<file path="config.mk">
export PLATFORM = sky130hd
export DESIGN_NAME = register_file
export DESIGN_NICKNAME = d
export VERILOG_FILES = /design/src/rtl/register_file_pkg.sv /design/src/rtl/register_file_reg_word.sv /design/src/rtl/register_file.sv
export SDC_FILE = /design/constraint.sdc
export NUM_CORES = 2
export LEC_CHECK = 0
export ABC_CLOCK_PERIOD_IN_PS = 1850
export BUFFER_PORTS_ARGS = -buffer_cell sky130_fd_sc_hd__buf_4
export CORE_MARGIN = 4
export CORE_UTILIZATION = 50
export DETAILED_ROUTE_END_ITERATION = 16
export PLACE_DENSITY = 0.8
export SYNTH_ARGS = -nofsm -noshare
export SYNTH_HDL_FRONTEND = slang
export SYNTH_HIERARCHICAL = 1
export SYNTH_SLANG_ARGS = --single-unit
</file>
<file path="constraint.sdc">
create_clock -name CLK -period 1.85 [get_ports CLK]
set_input_delay 0.0925 -clock CLK [delete_from_list [all_inputs] [get_ports CLK]]
set_output_delay 0.0925 -clock CLK [all_outputs]
set_load 0.01 [all_outputs]
</file>
<file path="src/rtl/register_file_pkg.sv">
// Shared constants and word type for the register file slice.
package register_file_pkg;

    localparam int DATA_W_DEF = 64;
    localparam int ADDR_W_DEF = 5;
    localparam int MASK_W_DEF = DATA_W_DEF / 8;
    localparam int DEPTH_DEF  = 1 << ADDR_W_DEF;

    typedef logic [DATA_W_DEF-1:0] word_t;

endpackage

</file>
<file path="src/rtl/register_file_reg_word.sv">
// One register word: async active-low clear, byte-masked load.
module reg_word #(
    parameter int DATA_W = 64,
    parameter int MASK_W = DATA_W / 8
) (
    input  logic              clk,
    input  logic              rst_n,
    input  logic              we,
    input  logic [MASK_W-1:0] mask,
    input  logic [DATA_W-1:0] d,
    output logic [DATA_W-1:0] q
);

    always_ff @(posedge clk or negedge rst_n) begin
        if (!rst_n) begin
            q <= '0;
        end else if (we) begin
            for (int k = 0; k < MASK_W; k++) begin
                if (mask[k]) q[8*k +: 8] <= d[8*k +: 8];
            end
        end
    end

endmodule

</file>
<file path="src/rtl/register_file.sv">
// 32-entry, two-read one-write register file with byte masks and forwarding.
module register_file
    import register_file_pkg::*;
#(
    parameter int DATA_W = DATA_W_DEF,
    parameter int ADDR_W = ADDR_W_DEF,
    parameter int MASK_W = DATA_W / 8
) (
    input  logic              CLK,
    input  logic              RST,
    input  logic              RegWrite,
    input  logic [ADDR_W-1:0] W_ADDR,
    input  logic [DATA_W-1:0] W_DATA,
    input  logic [MASK_W-1:0] W_MASK,
    input  logic [ADDR_W-1:0] R_ADDR1,
    input  logic [ADDR_W-1:0] R_ADDR2,
    output logic [DATA_W-1:0] OUT1,
    output logic [DATA_W-1:0] OUT2
);

    localparam int DEPTH = 1 << ADDR_W;

    logic [DATA_W-1:0] regs [DEPTH];
    logic [DATA_W-1:0] lane_bits;
    logic [DATA_W-1:0] rd1;
    logic [DATA_W-1:0] rd2;
    logic              fwd1;
    logic              fwd2;

    for (genvar i = 0; i < DEPTH; i++) begin : g_word
        reg_word #(
            .DATA_W (DATA_W),
            .MASK_W (MASK_W)
        ) u_word (
            .clk   (CLK),
            .rst_n (RST),
            .we    (RegWrite && (W_ADDR == ADDR_W'(i))),
            .mask  (W_MASK),
            .d     (W_DATA),
            .q     (regs[i])
        );
    end

    always_comb begin
        lane_bits = '0;
        for (int k = 0; k < MASK_W; k++) begin
            lane_bits[8*k +: 8] = {8{W_MASK[k]}};
        end
    end

    assign rd1  = regs[R_ADDR1];
    assign rd2  = regs[R_ADDR2];
    assign fwd1 = RegWrite && (R_ADDR1 == W_ADDR);
    assign fwd2 = RegWrite && (R_ADDR2 == W_ADDR);

    // Forwarded value is the stored word with the enabled lanes replaced.
    always_comb begin
        OUT1 = '0;
        OUT2 = '0;
        if (RST) begin
            OUT1 = fwd1 ? ((rd1 & ~lane_bits) | (W_DATA & lane_bits)) : rd1;
            OUT2 = fwd2 ? ((rd2 & ~lane_bits) | (W_DATA & lane_bits)) : rd2;
        end
    end

endmodule

</file>
**Yosys cells after proc, flatten, opt, wreduce, memory -nomap -nowiden**

Index checks and enable logic that the tools add are counted.

- Register bits: 2048
- Input port bits: 90
- Output and inout port bits: 128
- Logic and storage cells: 600

- Magnitude comparators: 2
- Equality and inequality tests: 33
- Mux-type cells: 10
- Bitwise operators: 8
- Reductions and logical operators: 291

Operator list:

| cell | count |
|---|---|
| 64-bit binary-select mux with 5-bit select | 2 |
| 64-bit two-way mux | 8 |
| 2-bit AND reduction | 256 |
| 64-bit AND | 3 |
| 64-bit OR | 2 |
| 5-bit == test (second input constant) | 16 |
| 64-bit NOT | 1 |
| 5-bit by 4-bit == test with 1-bit output (second input constant) | 8 |
| 1-bit logical AND | 34 |
| 5-bit by 3-bit == test with 1-bit output (second input constant) | 4 |
| 6-bit greater-or-equal comparator (second input constant) | 2 |
| 5-bit NOT with 6-bit output | 2 |
| 5-bit by 2-bit == test with 1-bit output (second input constant) | 2 |
| 5-bit == test | 2 |
| 5-bit by 1-bit == test with 1-bit output (second input constant) | 1 |
| 5-bit logical NOT | 1 |

**Depth between registers and ports, before layout**

- Depth in word-level cells: 8
- Gate-level depth with buffers: 11
- Depth with buffers taken out: 6

**By module**

The synthesis kept the hierarchy.

Modules (own cells, without submodules):

| module | times used | cells an instance | area an instance (um2) | seq. area each (um2) |
|---|---|---|---|---|
| reg_word | 32 | 137 | 2383.5 | 1601.5 |
| register_file | 1 | 2697 | 34393.0 | 0.0 |

**Worst setup path after synthesis**

No wires, ideal clock.

- Path type: input -> output
- From: input R_ADDR1[0]
- To: output OUT1[1]
- Data arrival time: 1851 ps
- Required time: 1757 ps
- Setup slack: -93 ps
- Cell stages on the path: 7
- Buffers on the path: 3
- Cells stage by stage: buf_4 -> buf_6 -> buf_2 -> mux4_2 -> mux4_2 -> mux2i_1 -> a21oi_1

- Word-level cells in the longest chain between the ends: 8

Ends and longest elaborated chain:

| item | RTL line | RTL |
|---|---|---|
| start: declaration | register_file.sv:15 | `input logic [ADDR_W-1:0] R_ADDR1,` |
| 5-bit NOT with 6-bit output (not written as such) | register_file.sv:51 | `assign rd1 = regs[R_ADDR1];` |
| 64-bit binary-select mux with 5-bit select | register_file.sv:51 |  |
| 64-bit two-way mux (not written as such) (2 in series) | register_file.sv:51 |  |
| 64-bit AND | register_file.sv:61 | `OUT1 = fwd1 ? ((rd1 & ~lane_bits) \| (W_DATA & lane_bits)) : rd1;` |
| 64-bit OR | register_file.sv:61 |  |
| 64-bit two-way mux * | register_file.sv:61 |  |
| 64-bit two-way mux * | register_file.sv:60 | `if (RST) begin` |
| end: declaration | register_file.sv:17 | `output logic [DATA_W-1:0] OUT1,` |

Every way passes the cells marked *; elsewhere a longest branch is shown, timed or not. The select of a mux whose other input is x is not followed.

**Final worst setup path**

- From: register g_word[14].u_word.q[5]
- To: output OUT2[5]

- Word-level cells in the longest chain between the ends: 7

Ends and longest elaborated chain:

| item | RTL line | RTL |
|---|---|---|
| start: declaration | register_file_reg_word.sv:11 | `output logic [DATA_W-1:0] q` |
| start signal: indexed assignment | register_file_reg_word.sv:19 | `if (mask[k]) q[8*k +: 8] <= d[8*k +: 8];` |
| 64-bit binary-select mux with 5-bit select * | register_file.sv:52 | `assign rd2 = regs[R_ADDR2];` |
| 64-bit two-way mux (not written as such) * (2 in series) | register_file.sv:52 |  |
| 64-bit AND | register_file.sv:62 | `OUT2 = fwd2 ? ((rd2 & ~lane_bits) \| (W_DATA & lane_bits)) : rd2;` |
| 64-bit OR | register_file.sv:62 |  |
| 64-bit two-way mux * | register_file.sv:62 |  |
| 64-bit two-way mux * | register_file.sv:60 |  |
| end: declaration | register_file.sv:18 | `output logic [DATA_W-1:0] OUT2` |

Marked as above.

==> flow_metrics.tcl <==
set metrics [dict create \
    status "finished with violations" \
    violations "negative setup slack" \
    crit_family "multiplexers" \
    synthTopCellsByCount "2053 x mux2_2, 2048 x dfrtp_1, 1121 x mux4_2" \
    synthMuxAreaShare_pct 45.4 \
    synthAdderAreaFrac_pct 0 \
    boundaryPins 218 \
    endpoint_kind "primary output" \
    synthSimpleGateAreaFrac_pct 3.68 \
    clock.fmax_ghz 0.317 \
    start_util_pct 50.3 \
    power.switching_w 0.0353 \
    arrival_ns 3.06 \
    cts_tree "done" \
    synth-warning-count 6 \
    crit_slowest_cell "mux4_2" \
    setup_viol 128 \
    ys_types 53 \
    synthesis.area_um2 111000 \
    synth.most_common_cell "mux2_2" \
    antenna_found_initial 27 \
    finalWeightedCongestion 0.953 \
    portBuffers 217 \
    fin_skew_ns 0 \
    std_cell_rows 172 \
    first_pass_iters 8 \
    final_util_pct 62.6 \
    worst_ep_required_time_ns 1.76 \
    relSlewSlack_pct 29.3 \
    grt_pass1_vias 83789 \
    synth_edf_count 0 \
    synth_top_family_by_area "multiplexers" \
    setup_ws_ns -1.30 \
    root_buffer "clkbuf_16" \
    hp-class "in2async" \
    maxSlewViolCount 0 \
    regMostFlops "g_word.u_word/q" \
    finalCritPeriodShare_pct 170 \
    wl_per_cell_um 33.5 \
    clock_sinks 2048 \
    syn_area_per_cell_um2 15.6 \
    power_frac_comb_pct 21.4 \
    slowest_delay_ns 0.56 \
    synthXorXnorAreaFrac_pct 0.0791 \
    grt_max_degree 136 \
    path_buf_inv 2 \
    area_growth_pct 24.4 \
    async_flop_share_pct 100 \
    cts_buffers 210 \
    yosysTopAreaCellShare_pct 46.3 \
    drc_errors 0 \
    die_h_um 478 \
    syn_inst 7081 \
    finalNonFillerCells 11559 \
    hpwl_mm 255 \
    seqPwrFrac_pct 43.3 \
    criticalPathCategory "reg2out" \
    synth_fp_nets 7171 \
    via_per_inst 6.95 \
    postRouteAntennaNets 0 \
    dieArea_um2 229000 \
    r2r_slack_ns 0.23 \
    placed_cells 10964 \
    h-tree-depth 4 \
    hold_violations 0 \
    path_clk_slew_ns 0.06 \
    yosys.area.top_type "dfrtp_1" \
    coreArea_um2 220000 \
    worstMarginPinSlew_ns 1.06 \
    clkPwrFrac_pct 35.3 \
    powerDensity_nw_per_um2 929 \
    path_cells "mux4_2 -> mux4_2 -> a222oi_1 -> buf_4 -> a21oi_2 -> buf_4" \
    grt-ovfl-total 0 \
    grt_use_total_pct 33.4 \
    grt_pass1_wl_mm 568 \
    period_minus_slack_ns 3.15 \
    internal_power_w 0.0925 \
    path_max_fanout 3 \
    nNetsFinal 8498 \
    power.leakage_nw 61.8 \
    clk_path_buf_depth 3 \
    clk_latency_ns 0.86 \
    synth_top_cells_by_area "dfrtp_1 46%, mux4_2 23%, mux2_2 21%" \
    worst_setup_path_start_kind "flop" \
    drt-total-wl_mm 388 \
    die_w_um 478 \
    synth_compound_area_share_pct 2.36 \
    rsz0062_at_grt "true" \
    synth_seq_cells 2048 \
    largest_registers "g_word.u_word/q x2048" \
    p_total_w 0.128 \
    ys.flop_type "dfrtp_1" \
    cap_violations 0 \
    seq_area_frac_synth_pct 46.3 \
    vias 80371 \
    largest_reg_flops 2048 \
    drtIter0Drc 10961 \
    peakVddDrop_mv 1.03 \
    drive_gt1_share_pct 65.6 \
    swShare_pct 27.6 \
]
placed cells by master, fill, tap and decap left out, drive strengths merged, types with 3 or more instances in the layout:
cell,instances
a21boi,12
nand3,75
nand2,640
buf,1441
mux2i,184
nor2,53
o2111ai,4
clkbuf,301
nor2b,18
o211a,7
o21ai,97
clkinvlp,3
a211oi,37
nand2b,4
nor3,8
a21oi,88
inv,11
and2,8
a221oi,11
dfrtp,2048
clkinv,54
nand4,20
a22oi,10
diode,20
xor2,6
dlygate4sd3,88
a32oi,52
xnor2,4
o32ai,5
mux2,2053
mux4,1121
bufinv,22
and3,14
o22ai,35
a31oi,25
o311ai,3
worst register-to-register path, stage by stage (launching register included):
cell and delay (ns):
dfrtp_1 0.40, buf_6 0.12, buf_4 0.12, mux2_2 0.27, dlygate4sd3_1 0.59
power by group through the flow:
stage	Clock, W	Combinational [W]	Sequential [W]
after floorplan	0	0.0154	0.0541
after global placement	0	0.0237	0.0550
after detailed placement	0	0.0245	0.0557
after CTS	0.0452	0.0264	0.0550
after global routing	0.0472	0.0287	0.0559
final	0.0451	0.0273	0.0554
final cells by class:
| type | count | area [um2] |
|---|---|---|
| tap | 2958 | 3700 |
| sequential | 2048 | 51200 |
| timing repair buffer | 1531 | 15600 |
| fill | 15024 | 82300 |
| clock buffer | 301 | 6120 |
| inverter | 6 | 47.5 |
| clock inverter | 84 | 1170 |
| antenna | 20 | 50.0 |
| multi-input combinational | 4611 | 59700 |
logic make-up (layout without fill, tap and decap cells):
logic type,count (synthesis),after routing
other,0,20
and+or+nand+nor,842,842
xor gates and xnor gates,10,10
DFF,2048,2048
muxes,3358,3358
buffers and inverters,422,1922
AOI/OAI and AO/OA,401,401
worst paths after layout:
check,from,to,cells after the start
max,g_word[14].u_word/q[5],OUT2[5],6
max reg2reg,g_word[21].u_word/q[31],g_word[21].u_word/q[31],4
min in group CLK,W_MASK[3],g_word[12].u_word/q[27],4
max in group asynchronous,RST,g_word[13].u_word/q[3],10
min,RST,g_word[28].u_word/q[28],8
min reg2reg,g_word[22].u_word/q[35],g_word[22].u_word/q[35],1
through the flow:
stage	TNS [ns]	cell area, um2	hold slack, ns	setup WS, ns
finish	-116.60	138000	0.0141	-1.30
global route	-123.43	138000	0.0429	-1.36
detailed placement	-188.78	126000	-0.0399	-0.905
global placement	-158.28	126000	-0.0361	-0.868
floorplan	-0.926	111000	-0.203	-0.0419
CTS	-127.52	137000	0.00726	-1.32
repair_timing:
item	4_1_cts	5_1_grt
endpoints found under the setup margin	128	241
buffers inserted	80	44
resized for setup	475	156
pin swaps	216	89
cloned	0	0
endpoints found under the hold margin	4096	0
hold buffers	97	0
layer usage:
layer | up-vias | global-route usage (%) | share of wire [%]
li1 | 30678 | - | -
met2 | 5928 | 49.2 | 45
met3 | 1557 | 11.3 | 12
met5 | - | 0 | 0.044
met1 | 42198 | 42.2 | 35
met4 | 10 | 22.1 | 7.8
No activity file was read; power rests on OpenSTA's default activity.
